$ cat config.mk
export PLATFORM = sky130hd
export DESIGN_NAME = lock_code_file
export DESIGN_NICKNAME = d
export VERILOG_FILES = /design/src/rtl/lock_code_file.sv
export SDC_FILE = /design/constraint.sdc
export NUM_CORES = 1
export LEC_CHECK = 0
export BUFFER_PORTS_ARGS = -buffer_cell sky130_fd_sc_hd__buf_2
export CORE_MARGIN = 3
export CORE_UTILIZATION = 50
export CTS_BUF_LIST = sky130_fd_sc_hd__clkbuf_2 sky130_fd_sc_hd__clkbuf_4 sky130_fd_sc_hd__clkbuf_8
export DETAILED_ROUTE_END_ITERATION = 10
export GPL_ROUTABILITY_DRIVEN = 0
export PLACE_DENSITY = 0.75
export SLEW_MARGIN = 20
export SYNTH_ARGS = -nofsm -noshare
export SYNTH_HDL_FRONTEND = slang
export SYNTH_SLANG_ARGS = --single-unit
export TNS_END_PERCENT = 100
$ cat constraint.sdc
create_clock -name CLK -period 2.5 [get_ports CLK]
set_input_delay 0.125 -clock CLK [delete_from_list [all_inputs] [get_ports CLK]]
set_output_delay 0.125 -clock CLK [all_outputs]
set_load 0.01 [all_outputs]
$ cat src/rtl/lock_code_file.sv
// lock_code_file: NUM_REGS x DATA_W code store with one write port, two
// combinational read ports and a sequential digit-compare engine.
// Optional feature: define LOCK_FILE_LOCKOUT_EN to add the failed-attempt
// counter and lockout; without it lockout is tied low.
module lock_code_file #(
  parameter int DATA_W    = 5,
  parameter int NUM_REGS  = 4,
  parameter int CODE_LEN  = 3,
  parameter int MAX_FAILS = 3,
  localparam int SEL_W    = (NUM_REGS > 1) ? $clog2(NUM_REGS) : 1
) (
  input  logic              CLK,
  input  logic              RST,
  input  logic              WR,
  input  logic [SEL_W-1:0]  regSel,
  input  logic [DATA_W-1:0] regIn,
  input  logic [SEL_W-1:0]  outSel0,
  input  logic [SEL_W-1:0]  outSel1,
  output logic [DATA_W-1:0] opRead0,
  output logic [DATA_W-1:0] opRead1,
  input  logic              cmpStart,
  input  logic              cmpAbort,
  input  logic              digitValid,
  input  logic [DATA_W-1:0] digitIn,
  output logic              busy,
  output logic              done,
  output logic              match,
  output logic              lockout
);

  typedef enum logic [1:0] {
    ST_IDLE    = 2'd0,
    ST_COMPARE = 2'd1,
    ST_DONE    = 2'd2
  } state_t;

  // One wider than the select so that every select value can be compared
  // against NUM_REGS even when NUM_REGS is a power of two.
  localparam logic [SEL_W:0]   NUM_REGS_C = (SEL_W+1)'(NUM_REGS);
  localparam logic [SEL_W-1:0] LAST_IDX_C = SEL_W'(CODE_LEN - 1);

  // True when a select value addresses an existing entry.
  function automatic logic sel_in_range(input logic [SEL_W-1:0] sel);
    sel_in_range = ({1'b0, sel} < NUM_REGS_C);
  endfunction

  logic [DATA_W-1:0] regs_r [NUM_REGS];
  logic [DATA_W-1:0] rd0_s;
  logic [DATA_W-1:0] rd1_s;

  state_t            state_r;
  state_t            state_nxt_s;
  logic [SEL_W-1:0]  idx_r;
  logic [SEL_W-1:0]  idx_nxt_s;
  logic              mism_r;
  logic              mism_nxt_s;
  logic              match_r;
  logic              match_nxt_s;
  logic              busy_r;
  logic              done_r;
  logic              enter_done_s;
  logic              digit_miss_s;
  logic              wr_en_s;
  logic              lockout_s;

  // Writes land only while idle and only for an existing entry.
  always_comb begin
    wr_en_s = 1'b0;
    if (WR && (state_r == ST_IDLE) && sel_in_range(regSel)) begin
      wr_en_s = 1'b1;
    end else begin
      wr_en_s = 1'b0;
    end
  end

  // Code store: cleared by reset, updated by the single write port.
  always_ff @(posedge CLK or posedge RST) begin
    if (RST) begin
      for (int i = 0; i < NUM_REGS; i++) begin
        regs_r[i] <= {DATA_W{1'b0}};
      end
    end else if (wr_en_s) begin
      regs_r[regSel] <= regIn;
    end
  end

  // Read port 0: out-of-range select reads as zero, no write bypass.
  always_comb begin
    rd0_s = {DATA_W{1'b0}};
    if (sel_in_range(outSel0)) begin
      rd0_s = regs_r[outSel0];
    end else begin
      rd0_s = {DATA_W{1'b0}};
    end
  end

  // Read port 1: same behaviour as port 0.
  always_comb begin
    rd1_s = {DATA_W{1'b0}};
    if (sel_in_range(outSel1)) begin
      rd1_s = regs_r[outSel1];
    end else begin
      rd1_s = {DATA_W{1'b0}};
    end
  end

  assign opRead0 = rd0_s;
  assign opRead1 = rd1_s;

  // Accumulated mismatch including the digit presented this cycle.
  always_comb begin
    digit_miss_s = mism_r | (digitIn != regs_r[idx_r]);
  end

  // Compare FSM next-state logic; abort outranks a digit in the same cycle.
  always_comb begin
    state_nxt_s  = state_r;
    idx_nxt_s    = idx_r;
    mism_nxt_s   = mism_r;
    match_nxt_s  = match_r;
    enter_done_s = 1'b0;
    case (state_r)
      ST_IDLE: begin
        if (cmpStart && !lockout_s) begin
          state_nxt_s = ST_COMPARE;
          idx_nxt_s   = {SEL_W{1'b0}};
          mism_nxt_s  = 1'b0;
        end else begin
          state_nxt_s = ST_IDLE;
        end
      end
      ST_COMPARE: begin
        if (cmpAbort) begin
          state_nxt_s = ST_IDLE;
        end else if (digitValid) begin
          mism_nxt_s = digit_miss_s;
          if (idx_r == LAST_IDX_C) begin
            state_nxt_s  = ST_DONE;
            match_nxt_s  = ~digit_miss_s;
            enter_done_s = 1'b1;
          end else begin
            idx_nxt_s = idx_r + SEL_W'(1);
          end
        end else begin
          state_nxt_s = ST_COMPARE;
        end
      end
      ST_DONE: begin
        state_nxt_s = ST_IDLE;
      end
      default: begin
        state_nxt_s = ST_IDLE;
      end
    endcase
  end

  // Compare FSM state and result registers; match is loaded on entry to
  // DONE so it is already valid during the done pulse.
  always_ff @(posedge CLK or posedge RST) begin
    if (RST) begin
      state_r <= ST_IDLE;
      idx_r   <= {SEL_W{1'b0}};
      mism_r  <= 1'b0;
      match_r <= 1'b0;
      busy_r  <= 1'b0;
      done_r  <= 1'b0;
    end else begin
      state_r <= state_nxt_s;
      idx_r   <= idx_nxt_s;
      mism_r  <= mism_nxt_s;
      match_r <= match_nxt_s;
      busy_r  <= (state_nxt_s == ST_COMPARE);
      done_r  <= (state_nxt_s == ST_DONE);
    end
  end

`ifdef LOCK_FILE_LOCKOUT_EN
  localparam int                FAIL_W      = $clog2(MAX_FAILS + 1);
  localparam logic [FAIL_W-1:0] MAX_FAILS_C = FAIL_W'(MAX_FAILS);

  logic [FAIL_W-1:0] fail_cnt_r;
  logic [FAIL_W-1:0] fail_cnt_nxt_s;
  logic              lockout_r;

  // Consecutive-failure count: saturates on misses, clears on a match.
  always_comb begin
    fail_cnt_nxt_s = fail_cnt_r;
    if (enter_done_s) begin
      if (match_nxt_s) begin
        fail_cnt_nxt_s = {FAIL_W{1'b0}};
      end else if (fail_cnt_r != MAX_FAILS_C) begin
        fail_cnt_nxt_s = fail_cnt_r + FAIL_W'(1);
      end else begin
        fail_cnt_nxt_s = fail_cnt_r;
      end
    end else begin
      fail_cnt_nxt_s = fail_cnt_r;
    end
  end

  // Failure counter and registered lockout flag; only reset releases it.
  always_ff @(posedge CLK or posedge RST) begin
    if (RST) begin
      fail_cnt_r <= {FAIL_W{1'b0}};
      lockout_r  <= 1'b0;
    end else begin
      fail_cnt_r <= fail_cnt_nxt_s;
      lockout_r  <= (fail_cnt_nxt_s == MAX_FAILS_C);
    end
  end

  assign lockout_s = lockout_r;
`else
  assign lockout_s = 1'b0;
`endif

  assign busy    = busy_r;
  assign done    = done_r;
  assign match   = match_r;
  assign lockout = lockout_s;

endmodule
==> metrics <==
insertion delay of the later-clocked pin in the worst-skew pair=0.32 ns; Die H=62.3 um; worst-case reg-to-reg path depth=4; highest clock rate=503 MHz; num ports=36; Residual DRC=0; share of cells above drive strength 1=0.486; post-DR vias/cell=5.80; # fillers=222; Clock Skews=0.00746 ns; Yosys reg bits=28; Max IR drop VDD=0.539 mV; Cell Rows=19; Overflow after GRT=0; crit start category=flop; drt first pass iters=4; core box area=0.00288 mm^2; clk buf depth=2; syn avg cell area=14.1 um^2; Final Power=1830 uW; leak pwr=0.000801 uW; # setup viols final=0; reg-to-reg endpoint=mism_r; commonest non-fill, non-tap cell in the layout=buf_2; vias in the first global route=1192; Cell variety after synth=28; sequential-to-total area share from yosys stat=0.442; GRT Overall Usage=0.194; top post-synthesis cells by area=dfrtp_1, mux4_2, mux2_2; synthesis-to-layout area growth=14.4%; dpl hpwl=2.68 mm; most used cells in the layout excluding fill and tap cells=buf_2, dfrtp_1, mux2_2; final WL=3.44 mm; post-DR wirelength/cell=18.3 um; final clock period utilization by the worst path=0.796; number of diodes=0; DRT antenna net count=0; hold_buf cts=0; setup TNS=0 ns; endpoints failing hold=0; Die W=62.3 um; Post-CTS Repair Setup Buffers=0; maxcap violations=0; post-synthesis async set-or-reset flop share=1.00; HP Start=regIn[3]; Required @ worst endpoint=2.71 ns; RSZ-0062 raised after global routing=false; largest net degree at the start of global routing=29; worst reg2reg startpoint=idx_r[1]; Slew @ Worst Pin=0.598 ns; worst setup path class=flop to flop; Max-Slew Margin vs Limit=0.601; Critical Path AT=2.21 ns; CTS Root Cell=clkbuf_4; Starting Density=0.551; initial DRC count=100; clock sink count=28; pwr dens=1010 mW/mm^2; # port buffers=34; Post-Syn Area=0.00158 mm^2; status=finished, final reports clean; global-route wire length before repair=5.88 mm; Crit. Startpoint=idx_r[1]; total number of vias=1091; hold depth=2; DIE AREA=0.00388 mm^2; ys flop type=dfrtp_1; sink of the worst hold path=regs_r[13]; Tmin final=1.99 ns; CTS tree=done; R2R setup slack=0.51 ns; biggest area consumer among synthesized cells=dfrtp_1; yosys warns=0; initial antenna violation count=0; Fin Hold WS=0.0731 ns; Post-synth EDFFs=0; Final Max Slew Viols=0; final worst setup slack=0.510 ns; area fraction of the dominant cell type after synthesis=0.442; fin nets=172; Post-Syn Nets=136; Final Util=0.630; Syn Inst Count=112; worst slack, placed=0.521 ns; Worst Hold Class=input pin to flop; Num CTS Buffers=3; post_cts resized=0; CTS H-tree lvls=1; worst-path fanout max=8; CP endpoint kind=flop; clock-pin slew on the worst setup and hold paths=0.14 ns
through the flow:
step | cell area (um^2) | std cells
global route | 1810 | 188
global placement | 1780 | 184
CTS | 1800 | 187
finish | 1810 | 188
floorplan | 1580 | 112
detailed placement | 1780 | 184
per-layer routing:
metal | GRT usage | share of wire | vias up
met1 | 0.254 | 0.42 | 555
met5 | 0 | 0 | -
met4 | 0.0551 | 0.017 | 0
li1 | - | - | 493
met3 | 0.0324 | 0.042 | 6
met2 | 0.335 | 0.52 | 37
worst max-delay path by stage:
stage / depth (start not counted) / to / slack, ns
final: 4 / mism_r / 0.51
after global placement: 4 / mism_r / 0.53
after detailed placement: 4 / mism_r / 0.52
after floorplan: 5 / mism_r / 0.79
after global routing: 5 / idx_r[1] / 0.36
after CTS: 4 / mism_r / 0.49
state kept, by name, indices dropped and copies added (netlist names):
register,count
busy,1
done,1
idx_r,2
match,1
mism_r,1
regs_r,20
state_r,2
where the power goes:
group	total [uW]	internal (uW)	leakage, uW	switching, uW
registers	840	632	0.000342	209
clock network	178	56.4	0.0000138	122
logic	807	490	0.000445	317
synthesized netlist by cell type (all sizes together), types with 3 or more instances:
cell	instances
dfrtp	28
mux2	20
mux4	15
inv	6
nor2	6
o21ai	5
nand2	4
nor3b	4
xnor2	4
buf	3
critical path: stages, from the launching register on:
cell	delay, ns
dfrtp_1	0.58
mux4_1	0.65
xnor2_1	0.20
nand4_1	0.15
o31a_1	0.30
final cells by class:
class | count | area [um^2] | share of cell area
Timing Repair Buffer | 35 | 180 | 0.0994
Clock buffer | 3 | 22.5 | 0.0124
Multi-Input combinational cell | 74 | 833 | 0.460
Tap cell | 42 | 52.6 | 0.0290
Sequential cell | 28 | 701 | 0.387
Inverter | 6 | 22.5 | 0.0124
cell families after synthesis:
| group | count (synthesis) | share of synthesized area |
|---|---|---|
| DFF | 28 | 0.442 |
| xor gates and xnor gates | 5 | 0.0276 |
| muxes | 35 | 0.365 |
| and+or+nand+nor | 20 | 0.0679 |
| buffers and inverters | 10 | 0.0316 |
| adders and majority gates | 2 | 0.0158 |
| AOI/OAI and AO/OA | 11 | 0.0474 |
| other | 1 | 0.00237 |
No activity file was read; power rests on OpenSTA's default activity.
